[config.mk]
export PLATFORM = sky130hd
export DESIGN_NAME = ifu_rand_victim_sel
export DESIGN_NICKNAME = d
export VERILOG_FILES = /design/src/rtl/ifu_rand_victim_sel_pkg.sv /design/src/rtl/ifu_way_onehot_dec.sv /design/src/rtl/ifu_rand_victim_sel.sv
export SDC_FILE = /design/constraint.sdc
export NUM_CORES = 1
export LEC_CHECK = 0
export CORE_AREA = 2 2 39 41
export DETAILED_ROUTE_END_ITERATION = 8
export DIE_AREA = 0 0 41 43
export DONT_BUFFER_PORTS = 1
export GPL_TIMING_DRIVEN = 0
export PLACE_DENSITY = 0.4
export SLEW_MARGIN = 10
export SYNTH_ARGS = -nofsm -noshare
export SYNTH_HDL_FRONTEND = slang
export SYNTH_HIERARCHICAL = 1
export SYNTH_SLANG_ARGS = --single-unit
[constraint.sdc]
create_clock -name clk -period 1.9 [get_ports clk]
set_clock_uncertainty 0.15 [all_clocks]
set_input_delay 0.38 -clock clk [delete_from_list [all_inputs] [get_ports clk]]
set_output_delay 0.38 -clock clk [all_outputs]
set_load 0.02 [all_outputs]
[src/rtl/ifu_rand_victim_sel_pkg.sv]
// ----------------------------------------------------------------------------
// ifu_rand_victim_sel_pkg
//
// Purpose:
//   Shared definitions for the I-cache random-replacement victim selector and
//   the small helpers around it.
//
// Contents:
//   victim_sel_state_e : selector FSM states (IDLE, DRAW, HOLD)
//   REJECT_CNT_W       : width of the saturating rejected-draw counter
//   RETRY_CNT_W        : width of the per-miss retry counter
//                        (sized for the largest allowed MAX_RETRY of 15)
// ----------------------------------------------------------------------------
package ifu_rand_victim_sel_pkg;

  typedef enum logic [1:0] {
    IDLE = 2'd0,
    DRAW = 2'd1,
    HOLD = 2'd2
  } victim_sel_state_e;

  localparam int REJECT_CNT_W = 16;
  localparam int RETRY_CNT_W  = 4;

endpackage : ifu_rand_victim_sel_pkg

[src/rtl/ifu_way_onehot_dec.sv]
// ----------------------------------------------------------------------------
// ifu_way_onehot_dec
//
// Purpose:
//   Binary way index to one-hot way vector decoder. It is used by the victim
//   selector and by the fill path. When en_i is low the output is all zeros,
//   so the caller gets a clean "no way selected" value without extra gating.
//
// Ports:
//   idx_i  [IDX_W-1:0]     binary way index
//   en_i                   decode enable
//   way_o  [NUM_WAYS-1:0]  one-hot way (all zeros when disabled)
// ----------------------------------------------------------------------------
module ifu_way_onehot_dec #(
  parameter  int NUM_WAYS = 4,
  localparam int IDX_W    = $clog2(NUM_WAYS)
) (
  input  logic [IDX_W-1:0]    idx_i,
  input  logic                en_i,
  output logic [NUM_WAYS-1:0] way_o
);

  // Compare the index against every way number. Any index value at or above
  // NUM_WAYS decodes to all zeros and never aliases onto a real way.
  always_comb begin
    way_o = '0;
    for (int i = 0; i < NUM_WAYS; i++) begin
      if (en_i && (idx_i == IDX_W'(i))) begin
        way_o[i] = 1'b1;
      end
    end
  end

endmodule : ifu_way_onehot_dec

[src/rtl/ifu_rand_victim_sel.sv]
// ----------------------------------------------------------------------------
// ifu_rand_victim_sel
//
// Purpose:
//   Random-replacement victim selector for the MBPTA I-cache. It turns the
//   per-cycle value from the IFU LFSR into a uniformly distributed victim way
//   on every I-cache miss.
//   - When NUM_WAYS is not a power of two, it uses rejection sampling.
//   - After MAX_RETRY rejected draws it falls back to a deterministic pick.
//   - It holds the chosen way stable until the fill completes.
//
// Ports:
//   clk           core clock
//   rst           asynchronous active-high reset
//   rnd_i         PRNG output; a new value every cycle
//   miss_req_i    level miss request; held until victim_vld_o is seen
//   way_valid_i   valid bits of the missed set
//   fill_done_i   single-cycle pulse: fill written, victim released
//   flush_i       aborts any selection in progress
//   victim_vld_o  victim outputs are valid and stable (FSM in HOLD)
//   victim_way_o  one-hot victim way (all zeros when not valid)
//   victim_idx_o  binary victim way
//   busy_o        selector is not idle
//   reject_cnt_o  saturating count of rejected draws since reset
// ----------------------------------------------------------------------------
module ifu_rand_victim_sel
  import ifu_rand_victim_sel_pkg::*;
#(
  parameter  int NUM_WAYS      = 4,
  parameter  int RND_W         = 3,
  parameter  int MAX_RETRY     = 7,
  parameter  int INVALID_FIRST = 0,
  localparam int IDX_W         = $clog2(NUM_WAYS)
) (
  input  logic                    clk,
  input  logic                    rst,
  input  logic [RND_W-1:0]        rnd_i,
  input  logic                    miss_req_i,
  input  logic [NUM_WAYS-1:0]     way_valid_i,
  input  logic                    fill_done_i,
  input  logic                    flush_i,
  output logic                    victim_vld_o,
  output logic [NUM_WAYS-1:0]     victim_way_o,
  output logic [IDX_W-1:0]        victim_idx_o,
  output logic                    busy_o,
  output logic [REJECT_CNT_W-1:0] reject_cnt_o
);

  localparam logic [IDX_W:0]         WAYS_EXT    = (IDX_W + 1)'(NUM_WAYS);
  localparam logic [RETRY_CNT_W-1:0] RETRY_LIMIT = RETRY_CNT_W'(MAX_RETRY);

  victim_sel_state_e         state_q,     state_d;
  logic [RETRY_CNT_W-1:0]    retryCnt_q,  retryCnt_d;
  logic [IDX_W-1:0]          victimIdx_q, victimIdx_d;
  logic [REJECT_CNT_W-1:0]   rejectCnt_q, rejectCnt_d;

  logic [IDX_W-1:0] cand;
  logic [IDX_W:0]   candExt;
  logic             candInRange;
  logic [IDX_W-1:0] candWrapped;
  logic             anyInvalid;
  logic [IDX_W-1:0] lowestInvalid;
  logic             unusedRndBits;

  // The candidate way is taken from the low PRNG bits only. It is widened by
  // one bit so that the range check and the wrap-around subtraction cannot
  // overflow. Because cand < 2*NUM_WAYS always holds, the wrapped value
  // (cand - NUM_WAYS) is always a legal way whenever cand itself is not.
  always_comb begin
    cand        = rnd_i[IDX_W-1:0];
    candExt     = {1'b0, cand};
    candInRange = (candExt < WAYS_EXT);
    candWrapped = IDX_W'(candExt - WAYS_EXT);
  end

  // The upper PRNG bits have no role in selecting a way. This reduction
  // simply marks them as deliberately unused.
  assign unusedRndBits = ^rnd_i;

  // Lowest-index invalid way priority encoder. The loop walks from the top
  // way down, so the last assignment that wins is the lowest invalid index.
  always_comb begin
    anyInvalid    = ~&way_valid_i;
    lowestInvalid = '0;
    for (int i = NUM_WAYS - 1; i >= 0; i--) begin
      if (!way_valid_i[i]) begin
        lowestInvalid = IDX_W'(i);
      end
    end
  end

  // Next-state logic for the selector FSM and its counters.
  // - Flush overrides everything and returns the FSM to a clean IDLE.
  // - In DRAW, an invalid way (when enabled) beats a random pick, and an
  //   in-range random pick beats rejection.
  // - A rejection on the last allowed retry still counts as a rejection,
  //   but it ends the draw with the wrapped candidate so that latency stays
  //   bounded.
  always_comb begin
    state_d     = state_q;
    retryCnt_d  = retryCnt_q;
    victimIdx_d = victimIdx_q;
    rejectCnt_d = rejectCnt_q;

    if (flush_i) begin
      state_d     = IDLE;
      retryCnt_d  = '0;
      victimIdx_d = '0;
    end else begin
      unique case (state_q)
        IDLE: begin
          if (miss_req_i) begin
            state_d    = DRAW;
            retryCnt_d = '0;
          end
        end

        DRAW: begin
          if ((INVALID_FIRST != 0) && anyInvalid) begin
            victimIdx_d = lowestInvalid;
            state_d     = HOLD;
          end else if (candInRange) begin
            victimIdx_d = cand;
            state_d     = HOLD;
          end else begin
            if (rejectCnt_q != '1) begin
              rejectCnt_d = rejectCnt_q + 1'b1;
            end
            if (retryCnt_q == RETRY_LIMIT) begin
              victimIdx_d = candWrapped;
              state_d     = HOLD;
            end else begin
              retryCnt_d = retryCnt_q + 1'b1;
            end
          end
        end

        HOLD: begin
          // A miss that is still pending here waits one IDLE cycle before
          // it starts a new draw, so two HOLD periods never run back to back.
          if (fill_done_i) begin
            state_d     = IDLE;
            retryCnt_d  = '0;
            victimIdx_d = '0;
          end
        end

        default: begin
          state_d     = IDLE;
          retryCnt_d  = '0;
          victimIdx_d = '0;
        end
      endcase
    end
  end

  // State and counter registers. The reset is asynchronous, so every output
  // goes to zero as soon as rst rises, without waiting for a clock edge.
  always_ff @(posedge clk or posedge rst) begin
    if (rst) begin
      state_q     <= IDLE;
      retryCnt_q  <= '0;
      victimIdx_q <= '0;
      rejectCnt_q <= '0;
    end else begin
      state_q     <= state_d;
      retryCnt_q  <= retryCnt_d;
      victimIdx_q <= victimIdx_d;
      rejectCnt_q <= rejectCnt_d;
    end
  end

  // Every output is taken from a register, so the victim cannot glitch while
  // it is held for the fill.
  always_comb begin
    victim_vld_o = (state_q == HOLD);
    busy_o       = (state_q != IDLE);
    victim_idx_o = victimIdx_q;
    reject_cnt_o = rejectCnt_q;
  end

  // The decoder is enabled only in HOLD, so the one-hot way is all zeros
  // whenever the victim is not valid.
  ifu_way_onehot_dec #(
    .NUM_WAYS (NUM_WAYS)
  ) u_way_dec (
    .idx_i (victimIdx_q),
    .en_i  (victim_vld_o),
    .way_o (victim_way_o)
  );

  // The requester must keep the miss raised while a draw is in progress.
  // If it drops the miss, the draw still completes, but the drop is flagged.
  missHeldInDraw : assert property (
    @(posedge clk) disable iff (rst)
      ((state_q == DRAW) && !flush_i) |-> miss_req_i
  );

  // The held victim must always name exactly one way.
  victimOneHot : assert property (
    @(posedge clk) disable iff (rst)
      victim_vld_o |-> $onehot(victim_way_o)
  );

endmodule : ifu_rand_victim_sel

==> flow_metrics.tcl <==
set metrics [dict create \
    grt_start_max_net_pins 9 \
    grt_pass1_vias 226 \
    drtIter0Drc 1 \
    wl_per_cell_um 8.11 \
    syn_area_um2 375 \
    ys_ff_latch 4 \
    rows 14 \
    power_density_nw_per_um2 583 \
    rrSetupSlack_ns 0.44 \
    synth_top_cells_by_count "buf_4 (16), dfrtp_1 (4)" \
    cp_slowest_stage_delay_ns 0.37 \
    reg2reg_to "victim_idx_o[1]" \
    ios 36 \
    min_path_type "in2reg" \
    synth-compound-area-share 0.0533 \
    slowest_stage "dfrtp_1" \
    dieArea_um2 1760 \
    synth.distinct_cells 17 \
    drtAntennaViolNets 0 \
    routabilityCongestion 0.562 \
    cts_buffer_depth 2 \
    arrival_ns 1.32 \
    setup.worst_path.class "reg2out" \
    port_buffers 0 \
    status "finished, final reports clean" \
    multiInputGateArea_um2 204 \
    r2r_start "state_q[0]" \
    max_freq_mhz 540 \
    yosysMostFrequentCell "buf_4" \
    num-nets-final 74 \
    synthAdderAreaFrac 0 \
    dr_total_vias 266 \
    synth_area_leaders "buf_4 (32%), dfrtp_1 (27%), mux2i_1 (5.3%), or4b_1 (5.3%), and3b_1 (4.7%)" \
    yosys.area.top_type "buf_4" \
    end_kind "primary output" \
    cts_tree "done" \
    hold_viol_final 0 \
    routed_wl_um 616 \
    fin_cells 76 \
    core_um2 1380 \
    ys_warn_count 6 \
    numCtsBuffers 3 \
    clock-sinks 4 \
    syn_area_per_cell_um2 9.62 \
    antenna_cells 0 \
    hold_path_end "state_q[1]" \
    fillCellCount 145 \
    crit_required_ns 1.37 \
    die_h_um 43 \
    die_w_um 41 \
    maxCapViolCount 0 \
    firstDrtPassIters 4 \
    place_inst 70 \
    synth_top_family_by_area "buffers and inverters" \
    synth_edf_count 0 \
    hold_depth 1 \
    insertion_delay_ns 0.23 \
    drive_above_1_share 0.417 \
    antenna_found_initial 0 \
    track_usage 0.0781 \
    start_util 0.271 \
    syn_inst 39 \
    leakage_uw 0.000283 \
    critPathBufInv 1 \
    cts_root_buf "clkbuf_4" \
    synthSimpleGateAreaFrac 0.257 \
    final_core_util 0.366 \
    viasPerCell 3.50 \
    path_clk_slew_ns 0.03 \
    regArea_um2 100 \
    crit_family "simple AND/OR/NAND/NOR gates" \
    htreeDepth 1 \
    yosysSeqAreaShare 0.267 \
    final.min_clock_period_ns 1.85 \
    setup_viol 0 \
    grt_pass1_wl_um 883 \
    cp_max_fo 5 \
    grt_setup_unrepaired "yes" \
    synth_top_area_frac 0.320 \
    cp_cell_sequence "buf_6 -> and2b_4 -> nor3b_4" \
    cp-start-kind "register" \
    worstRegToRegCells 4 \
    peakVddDrop_mv 0.122 \
    gr-total-overflow 0 \
    slew_violations 0 \
    hold_start "flush_i" \
    area_delta_synth_final_pct 35.0 \
    dp_hpwl_um 504 \
    yosys.area_share.xor_xnor 0 \
    synth_ff_type "dfrtp_1" \
    synth_mux_area_frac 0.0533 \
    drc_errors 0 \
    synth-async-reset-ratio 1.00 \
    finalCritPeriodShare 0.974 \
]
registers in the layout, indices dropped and copies added, names as in the netlist:
register      cells
state_q           2
victim_idx_o      2
worst max-delay path by stage:
stage | cells after the start | end | from
6_report | 3 | victim_way_o[0] | state_q[0]
5_1_grt | 3 | victim_way_o[0] | state_q[0]
4_1_cts | 3 | victim_way_o[0] | state_q[0]
3_5_place_dp | 3 | victim_way_o[0] | state_q[0]
3_3_place_gp | 3 | victim_way_o[0] | state_q[0]
2_1_floorplan | 3 | victim_way_o[0] | state_q[0]
layout make-up:
| type | count | share of cell area |
|---|---|---|
| Multi-Input combinational cell | 32 | 0.402 |
| Buffer | 17 | 0.259 |
| Sequential cell | 4 | 0.198 |
| Timing Repair Buffer | 3 | 0.0494 |
| Clock buffer | 3 | 0.0444 |
| Tap cell | 16 | 0.0395 |
| Inverter | 1 | 0.00741 |
layout by cell type, fill, tap and decap left out, types with 2 or more instances in the layout:
cell / Yosys / routed
and3b_1: 2 / 2
buf_4: 16 / 18
clkbuf_4: 0 / 3
conb_1: 1 / 16
dfrtp_1: 4 / 4
mux2i_1: 2 / 2
o31ai_1: 2 / 2
or4b_1: 2 / 2
power breakdown:
group          switching (uW)  leakage, uW  internal (uW)
sequential               13.9    0.0000539           91.3
combinational            49.0     0.000215           41.6
clock                    29.6    0.0000138           70.3
total                    92.5     0.000283            203
routing by layer:
layer | vias to the layer above | share of wire | wire length (um) | global-route usage
met3 | 0 | 0.073 | 45 | 0.0209
met4 | 0 | 0 | 0 | 0.0800
met5 | - | 0 | 0 | 0
li1 | 143 | - | - | -
met2 | 13 | 0.56 | 342 | 0.113
met1 | 110 | 0.37 | 227 | 0.0828
timing repair:
action,4_1_cts,5_1_grt
buffers inserted,0,2
setup endpoints to repair,1,3
endpoints found under the hold margin,4,0
gates resized for setup,2,0
hold buffers,1,0
per-stage QoR:
stage | hold slack (ns) | power, uW | setup slack, ns | cell area, um2 | TNS [ns]
6_report | 0.0642 | 296 | 0.0497 | 507 | 0
5_1_grt | 0.0541 | 316 | -0.00956 | 507 | -0.00956
4_1_cts | 0.0525 | 300 | 0.00775 | 492 | 0
3_5_place_dp | 0.00945 | 188 | 0.202 | 452 | 0
3_3_place_gp | 0.00886 | 188 | 0.205 | 452 | 0
2_1_floorplan | -0.00392 | 182 | 0.252 | 432 | 0
cells by family after synthesis:
group / Yosys count
multiplexers: 2
buffers and inverters: 18
flip-flops: 4
AO/OA/AOI/OAI: 3
AND/OR/NAND/NOR: 11
other: 1
(Power assumes the default switching activity.)
